--- src/rtl/muldiv_sequencer_if.sv ---
// Handshake and result bundle between the E-stage pipeline and the mult/div sequencer.
// Latency: none (wires only).
// Backpressure: stallD is the only flow-control signal and it is produced by the sequencer.
interface muldiv_sequencer_if #(
    parameter int WIDTH = 32
);
    logic             startE;
    logic [1:0]       opE;
    logic [WIDTH-1:0] srcaE;
    logic [WIDTH-1:0] srcbE;
    logic             hiweE;
    logic             loweE;
    logic             hilouseD;
    logic [WIDTH-1:0] hi;
    logic [WIDTH-1:0] lo;
    logic             busy;
    logic             stallD;

    // Pipeline side: issues operations and mthi/mtlo, observes HI/LO and stall
    modport master (
        output startE, opE, srcaE, srcbE, hiweE, loweE, hilouseD,
        input  hi, lo, busy, stallD
    );

    // Sequencer side
    modport slave (
        input  startE, opE, srcaE, srcbE, hiweE, loweE, hilouseD,
        output hi, lo, busy, stallD
    );
endinterface

--- src/rtl/muldiv_sequencer.sv ---
// Iterative radix-2 multiply/divide unit owning the HI/LO registers (mult, multu, div, divu, mthi, mtlo).
// Latency: WIDTH+1 cycles busy after the start edge; HI/LO written on the edge leaving FIX.
// Backpressure: stallD holds F/D while a HI/LO user sits in D during an operation; new work is ignored while busy.
module muldiv_sequencer #(
    parameter int WIDTH = 32
) (
    input  logic                 clk,
    input  logic                 reset,
    muldiv_sequencer_if.slave    bus
);

    localparam int CW = $clog2(WIDTH);
    localparam logic [CW-1:0] LAST_STEP = CW'(WIDTH - 1);

    typedef enum logic [1:0] {
        IDLE = 2'd0,
        RUN  = 2'd1,
        FIX  = 2'd2
    } state_t;

    state_t               state_q, state_d;
    logic [CW-1:0]        count_q, count_d;
    logic [1:0]           op_q, op_d;
    // Multiplicand magnitude for multiplies, divisor magnitude for divides
    logic [WIDTH-1:0]     opa_q, opa_d;
    // Multiply: {partial product, remaining multiplier}; divide: {remainder, dividend/quotient}
    logic [2*WIDTH-1:0]   acc_q, acc_d;
    // Raw operand sign bits; only honoured at FIX for signed ops
    logic                 neg_q, neg_d;
    logic                 dneg_q, dneg_d;
    logic                 bzero_q, bzero_d;
    logic [WIDTH-1:0]     srca_q, srca_d;
    logic [WIDTH-1:0]     hi_q, hi_d;
    logic [WIDTH-1:0]     lo_q, lo_d;

    // Operand conditioning at start
    logic                 signed_op;
    logic                 a_neg, b_neg;
    logic [WIDTH-1:0]     a_mag, b_mag;

    // Iteration step datapaths
    logic [WIDTH:0]       mul_sum;
    logic [2*WIDTH-1:0]   mul_next;
    logic                 div_ge;
    logic [WIDTH-1:0]     div_diff;
    logic [2*WIDTH-1:0]   div_next;

    // Sign correction at FIX
    logic                 fix_signed;
    logic [2*WIDTH-1:0]   prod_fix;
    logic [WIDTH-1:0]     quo_fix, rem_fix;

    assign signed_op = ~bus.opE[0];
    assign a_neg     = signed_op & bus.srcaE[WIDTH-1];
    assign b_neg     = signed_op & bus.srcbE[WIDTH-1];
    assign a_mag     = a_neg ? (~bus.srcaE + WIDTH'(1)) : bus.srcaE;
    assign b_mag     = b_neg ? (~bus.srcbE + WIDTH'(1)) : bus.srcbE;

    // Shift-add multiply step: add multiplicand when the current multiplier bit is set, then shift right
    assign mul_sum  = {1'b0, acc_q[2*WIDTH-1:WIDTH]} + {1'b0, (acc_q[0] ? opa_q : {WIDTH{1'b0}})};
    assign mul_next = {mul_sum, acc_q[WIDTH-1:1]};

    // Restoring divide step: shift in next dividend bit, subtract divisor when it fits
    assign div_ge   = acc_q[2*WIDTH-1:WIDTH-1] >= {1'b0, opa_q};
    assign div_diff = acc_q[2*WIDTH-2:WIDTH-1] - opa_q;
    assign div_next = div_ge ? {div_diff, acc_q[WIDTH-2:0], 1'b1}
                             : {acc_q[2*WIDTH-2:0], 1'b0};

    // Quotient/product sign follows operand sign mismatch; remainder follows the dividend
    assign fix_signed = ~op_q[0];
    assign prod_fix   = (fix_signed & neg_q) ? (~acc_q + (2*WIDTH)'(1)) : acc_q;
    assign quo_fix    = (fix_signed & neg_q) ? (~acc_q[WIDTH-1:0] + WIDTH'(1)) : acc_q[WIDTH-1:0];
    assign rem_fix    = (fix_signed & dneg_q) ? (~acc_q[2*WIDTH-1:WIDTH] + WIDTH'(1))
                                              : acc_q[2*WIDTH-1:WIDTH];

    // Sequencer state register
    always_ff @(posedge clk or negedge reset) begin
        if (!reset) begin
            state_q <= IDLE;
        end else begin
            state_q <= state_d;
        end
    end

    // Next-state: one start in IDLE, WIDTH iteration cycles, one correction cycle
    always_comb begin
        state_d = state_q;
        case (state_q)
            IDLE:    if (bus.startE) state_d = RUN;
            RUN:     if (count_q == LAST_STEP) state_d = FIX;
            FIX:     state_d = IDLE;
            default: state_d = IDLE;
        endcase
    end

    // Datapath and HI/LO next values; start beats mthi/mtlo, everything is ignored while busy
    always_comb begin
        count_d = count_q;
        op_d    = op_q;
        opa_d   = opa_q;
        acc_d   = acc_q;
        neg_d   = neg_q;
        dneg_d  = dneg_q;
        bzero_d = bzero_q;
        srca_d  = srca_q;
        hi_d    = hi_q;
        lo_d    = lo_q;
        case (state_q)
            IDLE: begin
                if (bus.startE) begin
                    count_d = '0;
                    op_d    = bus.opE;
                    opa_d   = bus.opE[1] ? b_mag : a_mag;
                    acc_d   = {{WIDTH{1'b0}}, (bus.opE[1] ? a_mag : b_mag)};
                    neg_d   = bus.srcaE[WIDTH-1] ^ bus.srcbE[WIDTH-1];
                    dneg_d  = bus.srcaE[WIDTH-1];
                    bzero_d = (bus.srcbE == '0);
                    srca_d  = bus.srcaE;
                end else begin
                    if (bus.hiweE) hi_d = bus.srcaE;
                    if (bus.loweE) lo_d = bus.srcaE;
                end
            end
            RUN: begin
                count_d = count_q + CW'(1);
                acc_d   = op_q[1] ? div_next : mul_next;
            end
            FIX: begin
                if (!op_q[1]) begin
                    hi_d = prod_fix[2*WIDTH-1:WIDTH];
                    lo_d = prod_fix[WIDTH-1:0];
                end else if (bzero_q) begin
                    hi_d = srca_q;
                    lo_d = {WIDTH{1'b1}};
                end else begin
                    hi_d = rem_fix;
                    lo_d = quo_fix;
                end
            end
            default: ;
        endcase
    end

    // Datapath and HI/LO registers; reset abandons any operation and clears HI/LO
    always_ff @(posedge clk or negedge reset) begin
        if (!reset) begin
            count_q <= '0;
            op_q    <= '0;
            opa_q   <= '0;
            acc_q   <= '0;
            neg_q   <= 1'b0;
            dneg_q  <= 1'b0;
            bzero_q <= 1'b0;
            srca_q  <= '0;
            hi_q    <= '0;
            lo_q    <= '0;
        end else begin
            count_q <= count_d;
            op_q    <= op_d;
            opa_q   <= opa_d;
            acc_q   <= acc_d;
            neg_q   <= neg_d;
            dneg_q  <= dneg_d;
            bzero_q <= bzero_d;
            srca_q  <= srca_d;
            hi_q    <= hi_d;
            lo_q    <= lo_d;
        end
    end

    assign bus.hi     = hi_q;
    assign bus.lo     = lo_q;
    assign bus.busy   = (state_q != IDLE);
    assign bus.stallD = bus.hilouseD & (bus.busy | bus.startE);

endmodule

--- src/flat_wrapper.sv ---
// flat-port wrapper written by rule: the top's interface ports become plain ports
module muldiv_sequencer_flat 
#(
    parameter int WIDTH = 32
)
  (clk, reset, bus_startE, bus_opE, bus_srcaE, bus_srcbE, bus_hiweE, bus_loweE, bus_hilouseD, bus_hi, bus_lo, bus_busy, bus_stallD);
  muldiv_sequencer_if #(.WIDTH(WIDTH)) bus_i ();
  input  logic clk;
  input  logic reset;
  input wire logic [$bits(bus_i.startE)-1:0] bus_startE;
  input wire logic [$bits(bus_i.opE)-1:0] bus_opE;
  input wire logic [$bits(bus_i.srcaE)-1:0] bus_srcaE;
  input wire logic [$bits(bus_i.srcbE)-1:0] bus_srcbE;
  input wire logic [$bits(bus_i.hiweE)-1:0] bus_hiweE;
  input wire logic [$bits(bus_i.loweE)-1:0] bus_loweE;
  input wire logic [$bits(bus_i.hilouseD)-1:0] bus_hilouseD;
  output wire logic [$bits(bus_i.hi)-1:0] bus_hi;
  output wire logic [$bits(bus_i.lo)-1:0] bus_lo;
  output wire logic [$bits(bus_i.busy)-1:0] bus_busy;
  output wire logic [$bits(bus_i.stallD)-1:0] bus_stallD;
  assign bus_i.startE = bus_startE;
  assign bus_i.opE = bus_opE;
  assign bus_i.srcaE = bus_srcaE;
  assign bus_i.srcbE = bus_srcbE;
  assign bus_i.hiweE = bus_hiweE;
  assign bus_i.loweE = bus_loweE;
  assign bus_i.hilouseD = bus_hilouseD;
  assign bus_hi = bus_i.hi;
  assign bus_lo = bus_i.lo;
  assign bus_busy = bus_i.busy;
  assign bus_stallD = bus_i.stallD;
  muldiv_sequencer #(.WIDTH(WIDTH)) u_core (.clk(clk), .reset(reset), .bus(bus_i));
endmodule
--- config.mk ---
export PLATFORM = sky130hd
export DESIGN_NAME = muldiv_sequencer_flat
export DESIGN_NICKNAME = d
export VERILOG_FILES = /design/src/rtl/muldiv_sequencer_if.sv /design/src/rtl/muldiv_sequencer.sv /design/src/flat_wrapper.sv
export SDC_FILE = /design/constraint.sdc
export NUM_CORES = 1
export LEC_CHECK = 0
export CAP_MARGIN = 20
export CORE_UTILIZATION = 35
export DETAILED_ROUTE_END_ITERATION = 16
export PLACE_DENSITY_LB_ADDON = 0.12
export SYNTH_ARGS = -nofsm -noshare
export SYNTH_HDL_FRONTEND = slang
export SYNTH_SLANG_ARGS = --single-unit
--- constraint.sdc ---
create_clock -name clk -period 4.8 [get_ports clk]
set_clock_uncertainty 0.2 [all_clocks]
set_input_delay 0.48 -clock clk [delete_from_list [all_inputs] [get_ports clk]]
set_output_delay 0.48 -clock clk [all_outputs]
set_load 0.02 [all_outputs]
Yosys cells after proc, flatten, opt, wreduce, memory -nomap -nowiden --
Cells that the tools add are included.
Storage, ports and cells: logic and storage cells 79, flip-flop bits (word level) 204, bits in writable memories 0, bits in read-only memories 0, latch bits 0, memories 0
Operators by class: order comparisons 1, add/subtract/negate cells 8, multiply operators 0, equality and inequality tests 8, bitwise gates (word level) 14, div/mod/pow operators 0, muxes and demuxes 27, shift operators 0, reductions and logical operators 10
Operators by type and width (number):
- two-way mux 32 bit | 15
- two-way mux 64 bit | 4
- adder 32 x 1 -> 32 bit (second input constant) | 4
- NOT 32 bit | 4
- one-hot mux 32 bit (2 select lines) | 2
- one-hot mux 64 bit (2 select lines) | 1
- adder 64 x 1 -> 64 bit (second input constant) | 1
- NOT 64 bit | 1
- adder 32 x 32 -> 33 bit | 1
- greater-or-equal comparator 33 x 32 -> 1 bit | 1
- zero test 32 bit | 1
- subtractor 32 bit | 1
- one-hot mux 5 bit (2 select lines) | 1
- != test 2 bit (second input constant) | 4
- AND reduction 2 bit | 3
- AND reduction 3 bit | 2
- nonzero test 2 bit | 3
- adder 5 x 1 -> 5 bit (second input constant) | 1
- AND 1 bit | 5
- equality test 5 bit (second input constant) | 1
- two-way mux 5 bit | 1
- two-way mux 2 bit | 2
- one-hot mux 2 bit (2 select lines) | 1
- equality test 2 x 1 -> 1 bit (second input constant) | 1
- other kinds (6) | 7

Logic depth before layout (Yosys ltp) --
Gate-level depths: netlist (run 1).
word-level depth 6, depth in mapped cells 14, gate-level depth less buffers 13

Worst setup path after synthesis (run 1) --
Ideal clock, no wire load.
path kind flip-flop to flip-flop, from register u_core.acc_q[0], to register u_core.acc_q[61], period minus slack after synthesis 3.177 ns, arrival time 2.831 ns, path slack 1.623 ns, stages on the path, launching flop included 14, required time 4.455 ns, library setup time 0.145 ns, buffers on the path 2, cell sequence dfrtp_1 inv_1 clkbuf_1 nor2_1 ha_1 clkbuf_1 a21o_1 a21o_1 a221o_1 a221oi_1 o21ai_0 a31oi_1 xor2_1 o221ai_1
Between the ends: cells in the longest elaborated chain, start to end 4
Ends and longest elaborated chain:
- start: declaration | line muldiv_sequencer.sv:27 | logic [2*WIDTH-1:0] acc_q, acc_d;
- start signal: assignment | line muldiv_sequencer.sv:150 | acc_q <= '0;
- start signal: assignment | line muldiv_sequencer.sv:161 | acc_q <= acc_d;
- two-way mux 32 bit | line muldiv_sequencer.sv:60 | assign mul_sum = {1'b0, acc_q[2*WIDTH-1:WIDTH]} + {1'b0, (acc_q[0] ? opa_q : {WIDTH{1'b0}})};
- adder 32 x 32 -> 33 bit | line muldiv_sequencer.sv:60
- two-way mux 64 bit | line muldiv_sequencer.sv:126 | acc_d = op_q[1] ? div_next : mul_next;
- one-hot mux 64 bit (2 select lines) | line muldiv_sequencer.sv:108 | case (state_q)
No other way between the ends. A chain may end at the register's enable or synchronous reset.

Worst setup path after layout (run 1) --
from register u_core.acc_q[34], to register u_core.acc_q[62]
Between the ends: cells in the longest elaborated chain, start to end 4, elaborated cells on any way between the ends 6
Ends and longest elaborated chain:
- subtractor 32 bit or greater-or-equal comparator 33 x 32 -> 1 bit (tied branches) | line muldiv_sequencer.sv:65, muldiv_sequencer.sv:64
- two-way mux 64 bit | line muldiv_sequencer.sv:66 | assign div_next = div_ge ? {div_diff, acc_q[WIDTH-2:0], 1'b1}
- two-way mux 64 bit * | line muldiv_sequencer.sv:126
- one-hot mux 64 bit (2 select lines) * | line muldiv_sequencer.sv:108
Mark *: on every way between the ends. The rest lies on a longest branch, timed or not.

==> flow_metrics.env, run 1 <==
export IMPL_clk_insertion_delay_late_ns=0.58
export IMPL_grt_max_degree=100
export IMPL_crit_chain="ha_1 -> a21o_1 -> or2_2 -> o2111ai_1 -> a41oi_1 -> a31oi_4 -> buf_12 -> o211ai_1 -> a22oi_1 -> a21oi_1"
export IMPL_start_util=0.357
export IMPL_synthFlopType="dfrtp_1"
export IMPL_synthTopCellsByArea="dfrtp_1 30%, a21oi_1 6.1%, nand2_1 6.0%, xnor2_1 5.8%, o21ai_0 5.3%"
export IMPL_grt_pass1_vias=16300
export IMPL_die_area_um2=50000
export IMPL_io_buffers=137
export IMPL_cts_sinks=203
export IMPL_wl_um=71900
export IMPL_synthMuxAreaShare=0.0316
export IMPL_worstRegToRegCells=10
export IMPL_drc=0
export IMPL_place_inst=2875
export IMPL_power_density_nw_per_um2=831
export IMPL_synth_xor_area_share=0.103
export IMPL_hold_viol=0
export IMPL_ys_warn_count=0
export IMPL_hold_buffers=1
export IMPL_cts_tree="yes"
export IMPL_cts_htree_levels=1
export IMPL_p_clk_frac=0.127
export IMPL_wl_per_cell_um=24.6
export IMPL_pin_count=138
export IMPL_diodes=0
export IMPL_synthCells=2207
export IMPL_crit_path_max_fanout=32
export IMPL_die_x_um=224
export IMPL_leakage_nw=8.25
export IMPL_switchingPower_mw=8.50
export IMPL_synth_top_family_by_area="compound AO/OA/AOI/OAI gates"
export IMPL_dr_pass1_iters=6
export IMPL_synth_cell_area_um2=17200
export IMPL_synth_cell_types=75
export IMPL_pwr_share_comb=0.652
export IMPL_maxCapViolCount=0
export IMPL_gp_congestion=0.938
export IMPL_synth_area_leader_cell="dfrtp_1"
export IMPL_final_core_util=0.418
export IMPL_power_internal_mw=8.22
export IMPL_ys_top_cells_by_count="276 x nand2_1, 210 x a21oi_1, 203 x dfrtp_1, 189 x nor2_1, 183 x o21ai_0"
export IMPL_synth_simple_area_share=0.195
export IMPL_setup_tns_ns=0
export IMPL_cts_root_buf="clkbuf_16"
export IMPL_route_vias_total=17200
export IMPL_worstPathArrival_ns=4.18
export IMPL_final_setup_viol_count=0
export IMPL_slew_violations=0
export IMPL_synth_compound_area_share=0.269
export IMPL_period_share=0.819
export IMPL_clock_fmax_mhz=254
export IMPL_rsz0062_at_grt="no"
export IMPL_num_rows=80
export IMPL_hold_depth=3
export IMPL_yosys_area_top_type_share=0.295
export IMPL_path_clk_slew_ns=0.06
export IMPL_dieHeight_um=224
export IMPL_antenna_found_initial=2
export IMPL_instances_no_fill=2926
export IMPL_synth_edff_count=0
export IMPL_peakVddDrop_v=0.000379
export IMPL_ys_seq_area_frac=0.295
export IMPL_hold_class="input port to flip-flop"
export IMPL_syn_avg_cell_area_um2=7.80
export IMPL_layout_nets=2394
export IMPL_tightest_slew_ns=1.16
export IMPL_ys_async_sr_fraction=1.00
export IMPL_coreArea_um2=48100
export IMPL_relSlewSlack=0.221
export IMPL_r2r_end="u_core.acc_q[62]$_DFFE_PN0P_"
export IMPL_fill_cells=4917
export IMPL_cp_required_ns=5.05
export IMPL_crit_family="compound AO/OA/AOI/OAI gates"
export IMPL_cts_buffers=27
export IMPL_grt_pass1_wl_um=106000
export IMPL_reg2reg_from="u_core.acc_q[34]$_DFFE_PN0P_"
export IMPL_cp_num_buf_inv=1
export IMPL_viasPerCell=5.89
export IMPL_worstHoldStart="bus_opE[1]"
export IMPL_dpl_hpwl_um=54400
export IMPL_post_route_min_period_ns=3.93
export IMPL_syn_nets=2351
export IMPL_ant_nets=0
export IMPL_synth_most_common_cell="nand2_1"
export IMPL_finalPower_mw=16.7
export IMPL_grt_util_all_layers=0.281
export IMPL_regToRegSetupSlack_ns=0.87
export IMPL_synth_fa_ha_area_frac=0.0532
export IMPL_ys_ff_latch=203
export IMPL_whs_endpoint="u_core.opa_q[1]$_DFFE_PN0P_"
export IMPL_end_kind="flip-flop"
export IMPL_gr_total_overflow=0
export IMPL_seq_power_share=0.221
export IMPL_critPathKind="flip-flop to flip-flop"
export IMPL_status="finished, final reports clean"
export IMPL_post_cts_buffers=0
export IMPL_max_stage_delay_ns=0.62
export IMPL_cts_resized=0
export IMPL_drive_gt1_frac=0.0630
export IMPL_swShare=0.508
export IMPL_cts_path_max_buffers=3
export IMPL_area_delta_synth_final_pct=17.0
export IMPL_drt_iter0_drc=1804
export IMPL_crit_path_top_delay_cell="a31oi_4"
export IMPL_startpoint_type="flip-flop"
[per-stage QoR]
step | hold WS [ns] | worst slack [ns] | area (um2)
floorplan | -0.0156 | 1.62 | 17200
global placement | 0.260 | 0.913 | 19200
detailed placement | 0.263 | 0.883 | 19200
CTS | 0.220 | 0.912 | 20100
global route | 0.281 | 0.641 | 20100
finish | 0.242 | 0.867 | 20100
[cells by family after synthesis]
family                   count (synthesis)
AO/OA/AOI/OAI                          730
XOR/XNOR                               202
adder cells (fa/ha/maj)                 72
buffers and inverters                  239
flip-flops                             203
multiplexers                            54
AND/OR/NAND/NOR                        707
[sequential cells by signal, indices dropped and copies added, names as in the netlist, 2 cells and up]
signal and cells:
u_core.acc_q 64, u_core.bus.hi 32, u_core.bus.lo 32, u_core.opa_q 32, u_core.srca_q 32, u_core.count_q 5, u_core.op_q 2, u_core.state_q 2
[layout make-up]
| class | instances | area [um2] | area share |
|---|---|---|---|
| clock inverters | 16 | 179 | 0.00889 |
| flip-flops and latches | 203 | 5080 | 0.253 |
| multi-input cells | 1765 | 11300 | 0.559 |
| well taps | 656 | 821 | 0.0408 |
| clock buffers | 33 | 728 | 0.0362 |
| repair buffers | 189 | 1820 | 0.0904 |
| inverters | 64 | 240 | 0.0119 |
[metal layers]
| layer | vias to the layer above | track usage | wire length, um |
|---|---|---|---|
| li1 | 8040 | - | - |
| met5 | - | 0 | 0 |
| met2 | 728 | 0.427 | 31200 |
| met3 | 128 | 0.0438 | 5660 |
| met4 | 0 | 0.114 | 3080 |
| met1 | 8343 | 0.396 | 31900 |
[worst max path at each step]
stage,start,to,cells past startpoint
after floorplan,u_core.acc_q[0]$_DFFE_PN0P_,u_core.acc_q[61]$_DFFE_PN0P_,13
after global placement,bus_srcbE[0],u_core.acc_q[30]$_DFFE_PN0P_,11
after detailed placement,bus_srcbE[0],u_core.acc_q[28]$_DFFE_PN0P_,11
after CTS,u_core.acc_q[34]$_DFFE_PN0P_,u_core.acc_q[62]$_DFFE_PN0P_,10
after global routing,u_core.acc_q[34]$_DFFE_PN0P_,u_core.acc_q[62]$_DFFE_PN0P_,10
final,u_core.acc_q[34]$_DFFE_PN0P_,u_core.acc_q[62]$_DFFE_PN0P_,10
[worst register-to-register path, stage by stage (launching register included)]
cell	delay (ns)
dfrtp_1	0.60
ha_1	0.36
a21o_1	0.23
or2_2	0.30
o2111ai_1	0.31
a41oi_1	0.37
a31oi_4	0.62
buf_12	0.28
o211ai_1	0.14
a22oi_1	0.32
a21oi_1	0.08
[power by group through the flow]
| stage | sequential (mW) | clock [mW] | combinational (mW) |
|---|---|---|---|
| finish | 3.70 | 2.12 | 10.9 |
| global route | 3.77 | 2.21 | 11.9 |
| CTS | 3.66 | 2.16 | 10.8 |
| detailed placement | 3.68 | 0 | 10.8 |
| global placement | 3.66 | 0 | 10.7 |
| floorplan | 3.48 | 0 | 7.32 |
[cells in the final DEF, fill, tap and decap left out, types with 18 or more instances in the layout]
cell / n
a211oi_1: 39
a21o_1: 26
a21oi_1: 210
a221o_1: 36
a22oi_1: 24
a31oi_1: 37
and3_1: 18
buf_4: 45
clkbuf_16: 27
clkdlybuf4s50_1: 135
dfrtp_1: 201
ha_1: 70
inv_1: 64
mux2i_1: 52
nand2_1: 275
nand2b_1: 18
nand3_1: 25
nand4_1: 19
nor2_1: 187
nor2b_1: 21
nor3_1: 36
nor4_1: 21
o211ai_1: 51
o21ai_0: 183
o31ai_1: 20
or3_1: 18
xnor2_1: 114
xor2_1: 88
Power figures use the tool's default switching activity.
==> inputs of run 2 (changes only) <==
==> constraint.sdc (replaced) <==
create_clock -name clk -period 3.4 [get_ports clk]
set_clock_uncertainty 0.2 [all_clocks]
set_input_delay 0.34 -clock clk [delete_from_list [all_inputs] [get_ports clk]]
set_output_delay 0.34 -clock clk [all_outputs]
set_load 0.02 [all_outputs]
==> run 2 against run 1 <==
Routed wire length is 5.8% higher. Worst setup slack worse by 0.79 ns. Maximum frequency is 18% higher. First-iteration DRC count decreased by 7.6%. Critical path depth is the same. Clock-buffer cell count grew 5. Sequential power grew 26%. Die area unchanged. Combinational power increased by 69%. Core utilization is 4.2 points higher. Cell area grew 10%.
==> flow_metrics.env, run 2 (synthesis gave the netlist of run 1 again) <==
export IMPL_drt_iter0_drc=1666
export IMPL_peakVddDrop_v=0.000469
export IMPL_power_density_nw_per_um2=1170
export IMPL_rsz0062_at_grt="yes"
export IMPL_worstPathArrival_ns=3.55
export IMPL_end_kind="flip-flop"
export IMPL_cp_required_ns=3.63
export IMPL_dr_pass1_iters=5
export IMPL_grt_max_degree=115
export IMPL_period_share=0.977
export IMPL_wl_um=76000
export IMPL_multiInputGateArea_um2=11400
export IMPL_start_util=0.357
export IMPL_drive_gt1_frac=0.167
export IMPL_cts_sinks=203
export IMPL_clk_insertion_delay_late_ns=0.59
export IMPL_hold_viol=0
export IMPL_status="finished, final reports clean"
export IMPL_coreArea_um2=48100
export IMPL_mostFrequentLayoutCell="buf_4"
export IMPL_relSlewSlack=0.349
export IMPL_critPathKind="flip-flop to flip-flop"
export IMPL_hold_class="input port to async pin"
export IMPL_dpl_hpwl_um=59300
export IMPL_io_buffers=137
export IMPL_die_x_um=224
export IMPL_crit_path_max_fanout=5
export IMPL_gp_congestion=0.950
export IMPL_path_clk_slew_ns=0.06
export IMPL_area_delta_synth_final_pct=28.9
export IMPL_fill_cells=4873
export IMPL_cts_path_max_buffers=3
export IMPL_cts_buffers=27
export IMPL_drc=0
export IMPL_gr_total_overflow=0
export IMPL_dieHeight_um=224
export IMPL_startpoint_type="flip-flop"
export IMPL_cts_root_buf="clkbuf_16"
export IMPL_clock_fmax_mhz=301
export IMPL_cts_tree="yes"
export IMPL_route_vias_total=18000
export IMPL_tightest_slew_ns=0.975
export IMPL_pin_count=138
export IMPL_die_area_um2=50000
export IMPL_ant_nets=0
export IMPL_diodes=0
export IMPL_final_setup_viol_count=0
export IMPL_instances_no_fill=3179
export IMPL_antenna_found_initial=1
export IMPL_slew_violations=0
export IMPL_cts_htree_levels=1
export IMPL_wl_per_cell_um=23.9
export IMPL_mostFrequentLayoutCells="295 x buf_4, 275 x nand2_1, 205 x a21oi_1"
export IMPL_viasPerCell=5.67
export IMPL_maxCapViolCount=0
export IMPL_grt_pass1_vias=17500
export IMPL_post_route_min_period_ns=3.32
export IMPL_layout_nets=2647
export IMPL_regArea_um2=5080
export IMPL_leakage_nw=9.51
export IMPL_grt_pass1_wl_um=113000
export IMPL_grt_util_all_layers=0.300
export IMPL_largest_reg_flops=64
export IMPL_largest_register="u_core.acc_q"
export IMPL_num_rows=80
export IMPL_place_inst=3128
export IMPL_hold_slack_ns=0.145
run 2: metrics by stage:
step            util  power [mW]  TNS (ns)  area, um2  setup WS (ns)
2_1_floorplan      -        15.3         0      17200          0.223
3_3_place_gp   0.439        22.4     -1.74      21100         -0.213
3_5_place_dp   0.439        22.4     -1.61      21100         -0.186
4_1_cts        0.458        25.5         0      22000         0.0230
5_1_grt        0.461        27.7   -0.0837      22200        -0.0459
6_report       0.461        26.0         0      22200         0.0779
run 2: worst paths after layout:
| check | from | endpoint | slack (ns) | depth (start not counted) |
|---|---|---|---|---|
| worst min register to register | u_core.srca_q[5]$_DFFE_PN0P_ | u_core.srca_q[5]$_DFFE_PN0P_ | 0.28 | 2 |
| worst max-delay path | u_core.acc_q[38]$_DFFE_PN0P_ | u_core.acc_q[50]$_DFFE_PN0P_ | 0.08 | 10 |
| max in group asynchronous | reset | u_core.bus.lo[2]$_DFFE_PN0P_ | 2.00 | 3 |
| min in group clk | u_core.srca_q[5]$_DFFE_PN0P_ | u_core.srca_q[5]$_DFFE_PN0P_ | 0.28 | 2 |
| worst min-delay path | reset | u_core.srca_q[29]$_DFFE_PN0P_ | 0.14 | 2 |
| worst max register to register | u_core.acc_q[38]$_DFFE_PN0P_ | u_core.acc_q[50]$_DFFE_PN0P_ | 0.08 | 10 |
run 2: layout make-up:
type / count / share of cell area
clock buffers: 38 / 0.0346
clock inverters: 11 / 0.00451
inverters: 64 / 0.0108
multi-input cells: 1765 / 0.514
flip-flops and latches: 203 / 0.229
well taps: 656 / 0.0370
repair buffers: 442 / 0.170
run 2: critical path, stage by stage (launching register included):
cell and delay, ns:
dfrtp_1 0.47, ha_1 0.42, nand3_1 0.13, nor2_1 0.25
o2111ai_4 0.19, a41oi_2 0.28, buf_4 0.20, a31oi_4 0.18
and2_1 0.28, a221oi_1 0.39, o21ai_0 0.17
run 2: power by group:
group	leakage, nW	switching, mW	internal (mW)	total (mW)
Combinational	6.63	10.5	7.93	18.4
Sequential	2.45	0.992	3.66	4.65
Clock	0.427	1.23	1.65	2.88
Total	9.51	12.7	13.2	26.0
run 2: timing repair:
item	in CTS	in global routing
hold endpoints to repair	63	0
setup endpoints to repair	26	28
pin swaps	1	9
hold buffers	1	0
buffers inserted	1	0
resized for setup	4	43
run 2: layer usage:
metal | GRT usage | part of all wire | up-vias
met5 | 0 | 0 | -
met4 | 0.114 | 0.040 | 0
met2 | 0.456 | 0.43 | 685
met3 | 0.0593 | 0.074 | 109
li1 | - | - | 8527
met1 | 0.417 | 0.46 | 8717
==> inputs of run 3 (changes only) <==
--- a/config.mk
+++ b/config.mk
@@ -6,9 +6,10 @@
 export NUM_CORES = 1
 export LEC_CHECK = 0
 export CAP_MARGIN = 20
+export CORE_MARGIN = 5
 export CORE_UTILIZATION = 35
 export DETAILED_ROUTE_END_ITERATION = 16
-export PLACE_DENSITY_LB_ADDON = 0.12
+export PLACE_DENSITY = 0.62
 export SYNTH_ARGS = -nofsm -noshare
 export SYNTH_HDL_FRONTEND = slang
 export SYNTH_SLANG_ARGS = --single-unit
==> run 3 against run 2 <==
Flip-flop and latch count stayed put. Sequential share of layout area is 0.43 points higher. Clock-buffer cell count is 3 lower. Register-to-register slack better by 0.05 ns. Cell area is 1.8% lower. Cell count is 1.5% lower. First-iteration DRC count is 11% higher. Worst hold slack better by 0.024 ns. Clock power is 4% higher. Critical endpoint is now u_core.acc_q[58]$_DFFE_PN0P_.
==> flow_metrics.env, run 3 (synthesis gave the netlist of run 1 again) <==
export IMPL_top_layer="met4"
export IMPL_fill_cells=4797
export IMPL_wl_per_cell_um=23.5
export IMPL_hold_class="input port to async pin"
export IMPL_cts_sinks=203
export IMPL_layout_nets=2590
export IMPL_crit_start="u_core.acc_q[31]$_DFFE_PN0P_"
export IMPL_largest_register="u_core.acc_q"
export IMPL_ant_nets=0
export IMPL_final_core_util=0.447
export IMPL_hold_viol=0
export IMPL_pin_count=138
export IMPL_end_kind="flip-flop"
export IMPL_worstPathArrival_ns=3.48
export IMPL_largest_reg_flops=64
export IMPL_crit_path_top_delay_cell="fa_1"
export IMPL_antenna_found_initial=0
export IMPL_slew_violations=0
export IMPL_startpoint_type="flip-flop"
export IMPL_grt_pass1_wl_um=109000
export IMPL_critPathKind="flip-flop to flip-flop"
export IMPL_dr_pass1_iters=6
export IMPL_wl_um=73700
export IMPL_r2r_end="u_core.acc_q[58]$_DFFE_PN0P_"
export IMPL_mostFrequentLayoutCell="nand2_1"
export IMPL_diodes=0
export IMPL_cts_path_max_buffers=3
export IMPL_cts_buffers=26
export IMPL_hold_slack_ns=0.169
export IMPL_power_density_nw_per_um2=1160
export IMPL_regToRegSetupSlack_ns=0.13
export IMPL_reg2reg_from="u_core.acc_q[31]$_DFFE_PN0P_"
export IMPL_fin_ws_ns=0.130
export IMPL_leakage_nw=9.26
export IMPL_clock_fmax_mhz=306
export IMPL_grt_util_all_layers=0.262
export IMPL_status="finished, final reports clean"
export IMPL_io_buffers=137
export IMPL_drive_gt1_frac=0.142
export IMPL_critPathCapture="u_core.acc_q[58]$_DFFE_PN0P_"
export IMPL_cp_required_ns=3.61
export IMPL_mostFrequentLayoutCells="275 x nand2_1, 237 x buf_4, 207 x a21oi_1"
export IMPL_coreArea_um2=48700
export IMPL_grt_max_degree=91
export IMPL_gr_total_overflow=0
export IMPL_wl_met2_um=31900
export IMPL_met3WireLength_um=6630
export IMPL_gp_congestion=0.998
export IMPL_clk_insertion_delay_late_ns=0.57
export IMPL_viasPerCell=5.84
export IMPL_relSlewSlack=0.333
export IMPL_peakVddDrop_v=0.000453
export IMPL_maxCapViolCount=0
export IMPL_path_clk_slew_ns=0.06
export IMPL_cts_htree_levels=1
export IMPL_area_delta_synth_final_pct=26.6
export IMPL_dpl_hpwl_um=57000
export IMPL_post_place_ws_ns=-0.104
export IMPL_final_setup_viol_count=0
export IMPL_drt_iter0_drc=1846
export IMPL_start_util=0.353
export IMPL_tightest_slew_ns=1.00
export IMPL_crit_chain="inv_1 -> ha_1 -> inv_1 -> fa_1 -> a211oi_2 -> o21a_1 -> o21bai_1 -> a21oi_2 -> o21ai_1 -> a31oi_1 -> xor2_1 -> o21a_1 -> o21ai_0"
export IMPL_num_rows=81
export IMPL_die_x_um=232
export IMPL_drc=0
export IMPL_period_share=0.962
export IMPL_route_vias_total=18300
export IMPL_grt_pass1_vias=17400
export IMPL_cts_root_buf="clkbuf_16"
export IMPL_crit_path_max_fanout=3
export IMPL_die_area_um2=53700
export IMPL_cts_tree="yes"
export IMPL_max_stage_delay_ns=0.40
export IMPL_dieHeight_um=232
export IMPL_wl_met1_um=31700
export IMPL_post_route_min_period_ns=3.27
export IMPL_worstRegToRegCells=13
==> run 3: cell types whose count changed in the layout (fill, tap and decap cells not counted), moves of 3 or more <==
cell	delta
bufinv_16	+3
clkinv_2	-3
o21ai_1	-4
ha_1	+3
buf_4	-58
o21ai_0	+6
ha_2	-3
==> run 3: through the flow <==
step | setup TNS [ns] | cell area [um2] | total power [mW] | std cells
3_5_place_dp | -0.220 | 20800 | 21.7 | 3078
6_report | 0 | 21800 | 25.2 | 3130
3_3_place_gp | -0.0227 | 20700 | 21.5 | 3077
2_1_floorplan | 0 | 17200 | 15.3 | 2207
4_1_cts | 0 | 21700 | 24.8 | 3127
5_1_grt | -0.0613 | 21800 | 26.9 | 3130
==> run 3: worst min-delay path by stage <==
stage / startpoint / endpoint / slack, ns / cells past startpoint
2_1_floorplan: reset / u_core.acc_q[0]$_DFFE_PN0P_ / -0.16 / 0
3_3_place_gp: reset / u_core.bus.lo[13]$_DFFE_PN0P_ / 0.22 / 1
3_5_place_dp: reset / u_core.bus.lo[13]$_DFFE_PN0P_ / 0.22 / 1
4_1_cts: bus_opE[1] / u_core.opa_q[6]$_DFFE_PN0P_ / 0.15 / 5
5_1_grt: reset / u_core.bus.lo[14]$_DFFE_PN0P_ / 0.23 / 2
6_report: reset / u_core.bus.lo[13]$_DFFE_PN0P_ / 0.17 / 2
==> run 3: power by group <==
part,internal [mW],switching [mW]
clock network,1.80,1.19
registers,3.66,1.13
logic,7.43,10.0
==> run 3: timing repair <==
| action | CTS | global route |
|---|---|---|
| pin swaps | 0 | 6 |
| endpoints found under the hold margin | 65 | 0 |
| buffers inserted | 0 | 3 |
| gates cloned | 0 | 0 |
| endpoints found under the setup margin | 3 | 33 |
| gates resized for setup | 2 | 18 |
| hold buffers | 1 | 0 |
==> run 3: area by class of cell <==
cell class / count / area (um2) / share of cell area
Tap cell: 664 / 831 / 0.0382
Timing Repair Buffer: 386 / 3390 / 0.156
Multi-Input combinational cell: 1765 / 11300 / 0.520
Inverter: 64 / 240 / 0.0110
Clock inverter: 13 / 188 / 0.00862
Sequential cell: 203 / 5080 / 0.234
Clock buffer: 35 / 724 / 0.0333
==> run 3: per-layer routing <==
| metal | track usage | vias to the layer above |
|---|---|---|
| met2 | 0.400 | 842 |
| met4 | 0.105 | 0 |
| met3 | 0.0551 | 161 |
| li1 | - | 8428 |
| met5 | 0 | - |
| met1 | 0.363 | 8858 |
==> run 3: critical path: cells and delay by family (launching register included) <==
kind | cells | cell delay, ns
buffers and inverters | 2 | 0.18
xor gates and xnor gates | 1 | 0.25
AOI/OAI and AO/OA | 8 | 1.50
DFF | 1 | 0.37
adders and majority gates | 2 | 0.61
